==> src/rtl/pipe_stage_reg.sv <==
// pipe_stage_reg: multi-stage pipeline register with stall/bubble/flush, valid tracking and a pass-through lane
module pipe_stage_reg #(
    parameter int                CTRL_W              = 2,
    parameter int                DATA_W              = 69,
    parameter int                PASS_W              = 32,
    parameter int                STAGES              = 1,
    parameter logic [CTRL_W-1:0] CTRL_BUBBLE         = '0,
    parameter int                ZERO_DATA_ON_BUBBLE = 1,
    localparam int               OCC_W               = $clog2(STAGES + 1)
) (
    input  logic              clk,
    input  logic              rst,
    input  logic              stall,
    input  logic              bubble,
    input  logic              flush,
    input  logic              i_valid,
    input  logic [CTRL_W-1:0] i_ctrl,
    input  logic [DATA_W-1:0] i_data,
    input  logic [PASS_W-1:0] i_pass,
    output logic              o_valid,
    output logic [CTRL_W-1:0] o_ctrl,
    output logic [DATA_W-1:0] o_data,
    output logic [PASS_W-1:0] o_pass,
    output logic [OCC_W-1:0]  o_occupancy,
    output logic [15:0]       o_bubble_cnt
);
    if (STAGES < 1 || STAGES > 8) begin : g_bad_stages
        $error("pipe_stage_reg: STAGES must be within 1..8");
    end
    localparam bit ZDB = ZERO_DATA_ON_BUBBLE != 0;
    logic [STAGES-1:0] valid_q, valid_d;
    logic [CTRL_W-1:0] ctrl_q [STAGES];
    logic [CTRL_W-1:0] ctrl_d [STAGES];
    logic [DATA_W-1:0] data_q [STAGES];
    logic [DATA_W-1:0] data_d [STAGES];
    logic [15:0]       bcnt_q, bcnt_d;
    logic [OCC_W-1:0]  occ;
    always_comb begin
        valid_d = valid_q;
        ctrl_d  = ctrl_q;
        data_d  = data_q;
        bcnt_d  = bcnt_q;
        if (flush) begin
            valid_d = '0;
            for (int i = 0; i < STAGES; i++) begin
                ctrl_d[i] = CTRL_BUBBLE;
                data_d[i] = ZDB ? '0 : data_q[i];
            end
        end else if (!stall) begin
            for (int i = 1; i < STAGES; i++) begin
                valid_d[i] = valid_q[i-1];
                ctrl_d[i]  = ctrl_q[i-1];
                data_d[i]  = data_q[i-1];
            end
            // invalid entries always carry the bubble control so no write enable leaks downstream
            valid_d[0] = !bubble && i_valid;
            ctrl_d[0]  = (!bubble && i_valid) ? i_ctrl : CTRL_BUBBLE;
            data_d[0]  = !bubble ? i_data : (ZDB ? '0 : data_q[0]);
            bcnt_d     = bcnt_q + 16'(bubble && bcnt_q != 16'hFFFF);
        end
    end
    always_ff @(posedge clk) begin
        if (rst) begin
            valid_q <= '0;
            bcnt_q  <= '0;
            for (int i = 0; i < STAGES; i++) begin
                ctrl_q[i] <= CTRL_BUBBLE;
                data_q[i] <= '0;
            end
        end else begin
            valid_q <= valid_d;
            ctrl_q  <= ctrl_d;
            data_q  <= data_d;
            bcnt_q  <= bcnt_d;
        end
    end
    always_comb begin
        occ = '0;
        for (int i = 0; i < STAGES; i++) occ = occ + OCC_W'(valid_q[i]);
    end
    assign o_valid      = valid_q[STAGES-1];
    assign o_ctrl       = ctrl_q[STAGES-1];
    assign o_data       = data_q[STAGES-1];
    assign o_pass       = i_pass;
    assign o_occupancy  = occ;
    assign o_bubble_cnt = bcnt_q;
endmodule

==> config.mk <==
export PLATFORM = sky130hd
export DESIGN_NAME = pipe_stage_reg
export DESIGN_NICKNAME = d
export VERILOG_FILES = /design/src/rtl/pipe_stage_reg.sv
export SDC_FILE = /design/constraint.sdc
export NUM_CORES = 1
export LEC_CHECK = 0
export CORE_UTILIZATION = 38
export DETAILED_ROUTE_END_ITERATION = 7
export PLACE_DENSITY = 0.85
export RECOVER_POWER = 50
export SLEW_MARGIN = 10
export SYNTH_ARGS = -nofsm -noshare
export SYNTH_HDL_FRONTEND = slang
export SYNTH_SLANG_ARGS = --single-unit
==> constraint.sdc <==
create_clock -name clk -period 4 [get_ports clk]
set_input_delay 0.8 -clock clk [delete_from_list [all_inputs] [get_ports clk]]
set_output_delay 0.8 -clock clk [all_outputs]
set_load 0.02 [all_outputs]
==> Implementation_results.wiki <==
{| class="wikitable"
! Metric !! Value
|-
| Register cell area after layout || 1760 sq um
|-
| Total power per unit cell area || approximately 330 nW/um^2
|-
| Min-Delay Path Class || reg -> reg
|-
| Inserted Clock Buffers || 9
|-
| CP Class || in -> reg
|-
| # port buffers || 165
|-
| Top library cells by usage in the layout, fill and taps aside || 93 x sky130_fd_sc_hd__clkdlybuf4s50_1, 88 x sky130_fd_sc_hd__dfxtp_1, 84 x sky130_fd_sc_hd__nor2_1, 71 x sky130_fd_sc_hd__dlygate4sd3_1, 69 x sky130_fd_sc_hd__a22oi_1
|-
| Number of clock sinks seen by CTS || 88
|-
| Total routing resource utilization after global routing || between 10% and 20%
|-
| Peak clock frequency supported by timing || 373 MHz
|-
| Pin slew with the least headroom to its limit || 787 ps
|-
| Share of layout cells above drive strength 1 || 4.52%
|-
| Number of I/O pins || 230
|-
| Wire length of the first global-routing pass || 13000 microns
|-
| Switching pwr || between 0.0003 and 0.0004 W
|-
| Hold Worst Slack || 508 ps
|-
| Post-synthesis adder-cell area fraction || 1.11%
|-
| Last weighted congestion value of the routability-driven placer || 0.792
|-
| Critical Path Fanout Max || 5
|-
| Worst path required time || 4220 ps
|-
| Max-cap violations || 0
|-
| Net count after synthesis || 478
|-
| Detailed Place HPWL || 6190 microns
|-
| Internal power || roughly 0.0013 W
|-
| Root Buffer Master || sky130_fd_sc_hd__clkbuf_8
|-
| Mean routed wirelength per cell || 14.8 microns
|-
| Number of buffers added to fix hold violations after cts || 0
|-
| Post-DR vias/cell || 5.17
|-
| Total Neg Setup Slack || 0 ps
|-
| Post-synthesis instance area || 3390 sq um
|-
| Post-synthesis compound-gate area fraction || 17.6%
|-
| Data arrival time of the worst path || 2910 ps
|-
| Critical Path Sink Type || register
|-
| Initial cell density of the core || around two fifths
|-
| Top_reg_cell synth || sky130_fd_sc_hd__dfxtp_1
|-
| Count of standard-cell rows || 34
|-
| Final setup violation count || 0
|-
| Final routed DRC violation total || 0
|-
| Placeable core region || 8680 sq um
|-
| Number of H-tree branching levels || 3
|-
| Post-CTS clock slew at the launch and capture registers of the worst setup and hold paths || 90 ps
|-
| Sequential Power Share || 53.9%
|-
| Min Tclk post-route || 2680 ps
|-
| Clock Skew || between 10 and 15 ps
|-
| Number of distinct library cells after synthesis || 29
|-
| Grt total ovfl || 0
|-
| Simple-gate portion of the synthesized area || 15.7%
|-
| Die Width || 96.4 microns
|-
| Via count || roughly 3000
|-
| Total placed cells including tap cells || 581
|-
| Worst hold start || o_data[21]$_SDFFE_PP0N_
|-
| Fraction of the yosys area taken by sequential cells || between 50 and 60%
|-
| Leak pwr || 1.97 nW
|-
| Number of max-slew violations in the final report || 0
|-
| Number of detailed-routing iterations run before antenna repair || 4
|-
| Area added between synthesis and finish || 48.6%
|-
| CP top delay family || simple AND/OR/NAND/NOR gates
|-
| Number of cells on the worst reg-to-reg path || 9
|-
| CP cell instances || clkdlybuf4s50_1 -> o31a_2 -> ha_1 -> ha_1 -> or3b_1 -> nor4_1 -> xnor2_1 -> nor2_1
|-
| Non-filler cells, final || 595
|-
| Crit path launch || bubble
|-
| Post-synthesis sequential element count || 88
|-
| Main combinational cell family by area after synthesis || compound AO/OA/AOI/OAI gates
|-
| Critical path buffer and inverter count || 1
|-
| Number of global-route vias before repair || around 2700
|-
| Maximum buffer depth of the clock tree || 2
|-
| Die area || 9300 sq um
|-
| Number of hold violations in the final report || 0
|-
| Crit share post-route || 67.1%
|-
| Post-synthesis share of cell area spent on xor and xnor gates || 2.84%
|-
| Multiplexer fraction of the synthesized cell area || 0%
|-
| Clock latency on the worst-skew pair || 350 ps
|-
| Number of antenna cells inserted || 0
|-
| DP Worst Slack || 937 ps
|-
| Mean post-synth cell area || 9.26 sq um
|-
| Multi-input logic area || 1270 sq um
|-
| Post-CTS resize count || 0
|-
| Cell count after synthesis || 366
|-
| Unrepaired setup endpoints after global routing || false
|-
| TritonCTS clock tree || built
|-
| Worst setup margin || 1320 ps
|-
| Switching power share of the total || 23.3%
|-
| Maximum single-stage delay on the critical path || 620 ps
|-
| Critical-path top delay cell || sky130_fd_sc_hd__clkdlybuf4s50_1
|-
| DRC violation total after the first TritonRoute iteration || approximately 130
|-
| Most common cell after layout, fill and taps aside || sky130_fd_sc_hd__clkdlybuf4s50_1
|-
| Slew headroom || 47.5%
|-
| Maximum number of pins on one net before global-route repair || 70
|-
| Reg2reg setup slack || 1540 ps
|-
| # fillers || 763
|-
| Worst Hold Path Cells || 2
|-
| Most used cell along the critical path || sky130_fd_sc_hd__ha_1
|-
| Yosys Warn Count || 0
|-
| Post-synth EDFFs || 0
|-
| Post-detailed-routing wire length || between 8000 and 9000 microns
|-
| Type of origin of the critical path || input pin
|-
| Share of async-settable or async-resettable flops after synthesis || 0%
|-
| Worst Hold Path EP || o_data[21]$_SDFFE_PP0N_
|-
| Post-CTS setup buffer count || 0
|-
| Layout Cell Area excl Fill || roughly 5000 sq um
|-
| Start of the worst register-to-register path || o_bubble_cnt[9]$_SDFFE_PP0P_
|-
| Remaining antenna violation count || 0
|-
| Die H || 96.4 microns
|-
| Peak VDD IR || 0.160 mV
|-
| Placed inst area || 4860 sq um
|-
| Part of the power in the clock network || about a third
|-
| Worst flop-to-flop path endpoint || o_bubble_cnt[10]$_SDFFE_PP0P_
|-
| Initial antenna violation count || 0
|-
| Share of total power in combinational logic || about an eighth
|-
| Outcome || completed
|-
| Total Nets Final || 596
|}
-- metrics by stage --
step | utilization (%) | power [W]
5_1_grt | 58.0 | 0.00174
3_5_place_dp | 56.0 | 0.00112
6_report | 58.0 | 0.00167
3_3_place_gp | 56.0 | 0.00112
4_1_cts | 58.0 | 0.00170
2_1_floorplan | - | 0.00105
-- worst max path at each step --
stage / end / slack, ps / depth (start not counted)
after global placement: o_bubble_cnt[12]$_SDFFE_PP0P_ / 1020 / 8
after CTS: o_bubble_cnt[10]$_SDFFE_PP0P_ / 1340 / 8
after detailed placement: o_bubble_cnt[10]$_SDFFE_PP0P_ / 940 / 8
final: o_bubble_cnt[10]$_SDFFE_PP0P_ / 1320 / 8
after floorplan: o_bubble_cnt[12]$_SDFFE_PP0P_ / 1650 / 9
after global routing: o_bubble_cnt[14]$_SDFFE_PP0P_ / 1190 / 8
-- synth_stat cells, drive strengths merged, types with 2 or more instances --
cell | count | area share, %
dfxtp | 88 | 52
nor2 | 85 | 9.4
a22oi | 69 | 15
buf | 37 | 7.8
clkbuf | 24 | 2.7
a21oi | 8 | 1.2
xnor2 | 8 | 2.1
nand4 | 5 | 1.1
nor4 | 5 | 0.92
nand2 | 4 | 0.44
nand3 | 4 | 0.59
o21ai | 4 | 0.59
ha | 3 | 1.1
inv | 3 | 0.33
nor3 | 3 | 0.44
or3 | 3 | 0.70
xor2 | 3 | 0.78
nor4bb | 2 | 0.59
or3b | 2 | 0.52
-- flip-flops by register name, summed over array words and instances (netlist names) --
signal,flops
o_bubble_cnt,16
o_ctrl,2
o_data,69
o_valid,1
-- per-layer routing --
layer	up-vias	wire length, microns	track usage [%]
li1	1477	-	-
met1	1438	3460	20.5
met2	134	4390	30.4
met3	30	785	6.18
met4	0	197	9.19
met5	-	0	0
-- power groups by stage --
| stage | Combinational [W] | Clock [W] | Sequential, W |
|---|---|---|---|
| after global routing | 0.000212 | 0.000633 | 0.000900 |
| final | 0.000197 | 0.000572 | 0.000898 |
| after global placement | 0.000198 | 0 | 0.000918 |
| after floorplan | 0.000111 | 0 | 0.000937 |
| after CTS | 0.000203 | 0.000594 | 0.000899 |
| after detailed placement | 0.000202 | 0 | 0.000919 |
-- worst reg2reg max path: cells and delay by family, from the launching register on --
kind	cells	cell delay, ps
and+or+nand+nor	5	890
AOI/OAI and AO/OA	1	350
DFF	1	470
adders and majority gates	2	420
xor gates and xnor gates	1	180
-- logic make-up (layout without fill, tap and decap cells) --
family	count (synthesis)	after routing
xor gates and xnor gates	11	11
adders and majority gates	3	3
buffers and inverters	64	185
AOI/OAI and AO/OA	83	83
DFF	88	88
and+or+nand+nor	117	117
-- final cells by class --
cell class	count	share of cell area, %
tap	108	2.68
sequential	88	35.0
inverter	3	0.224
clock buffer	10	2.54
multi-input combinational	214	25.2
clock inverter	4	0.945
timing repair buffer	168	33.4
No activity file was read; power rests on OpenSTA's default activity.
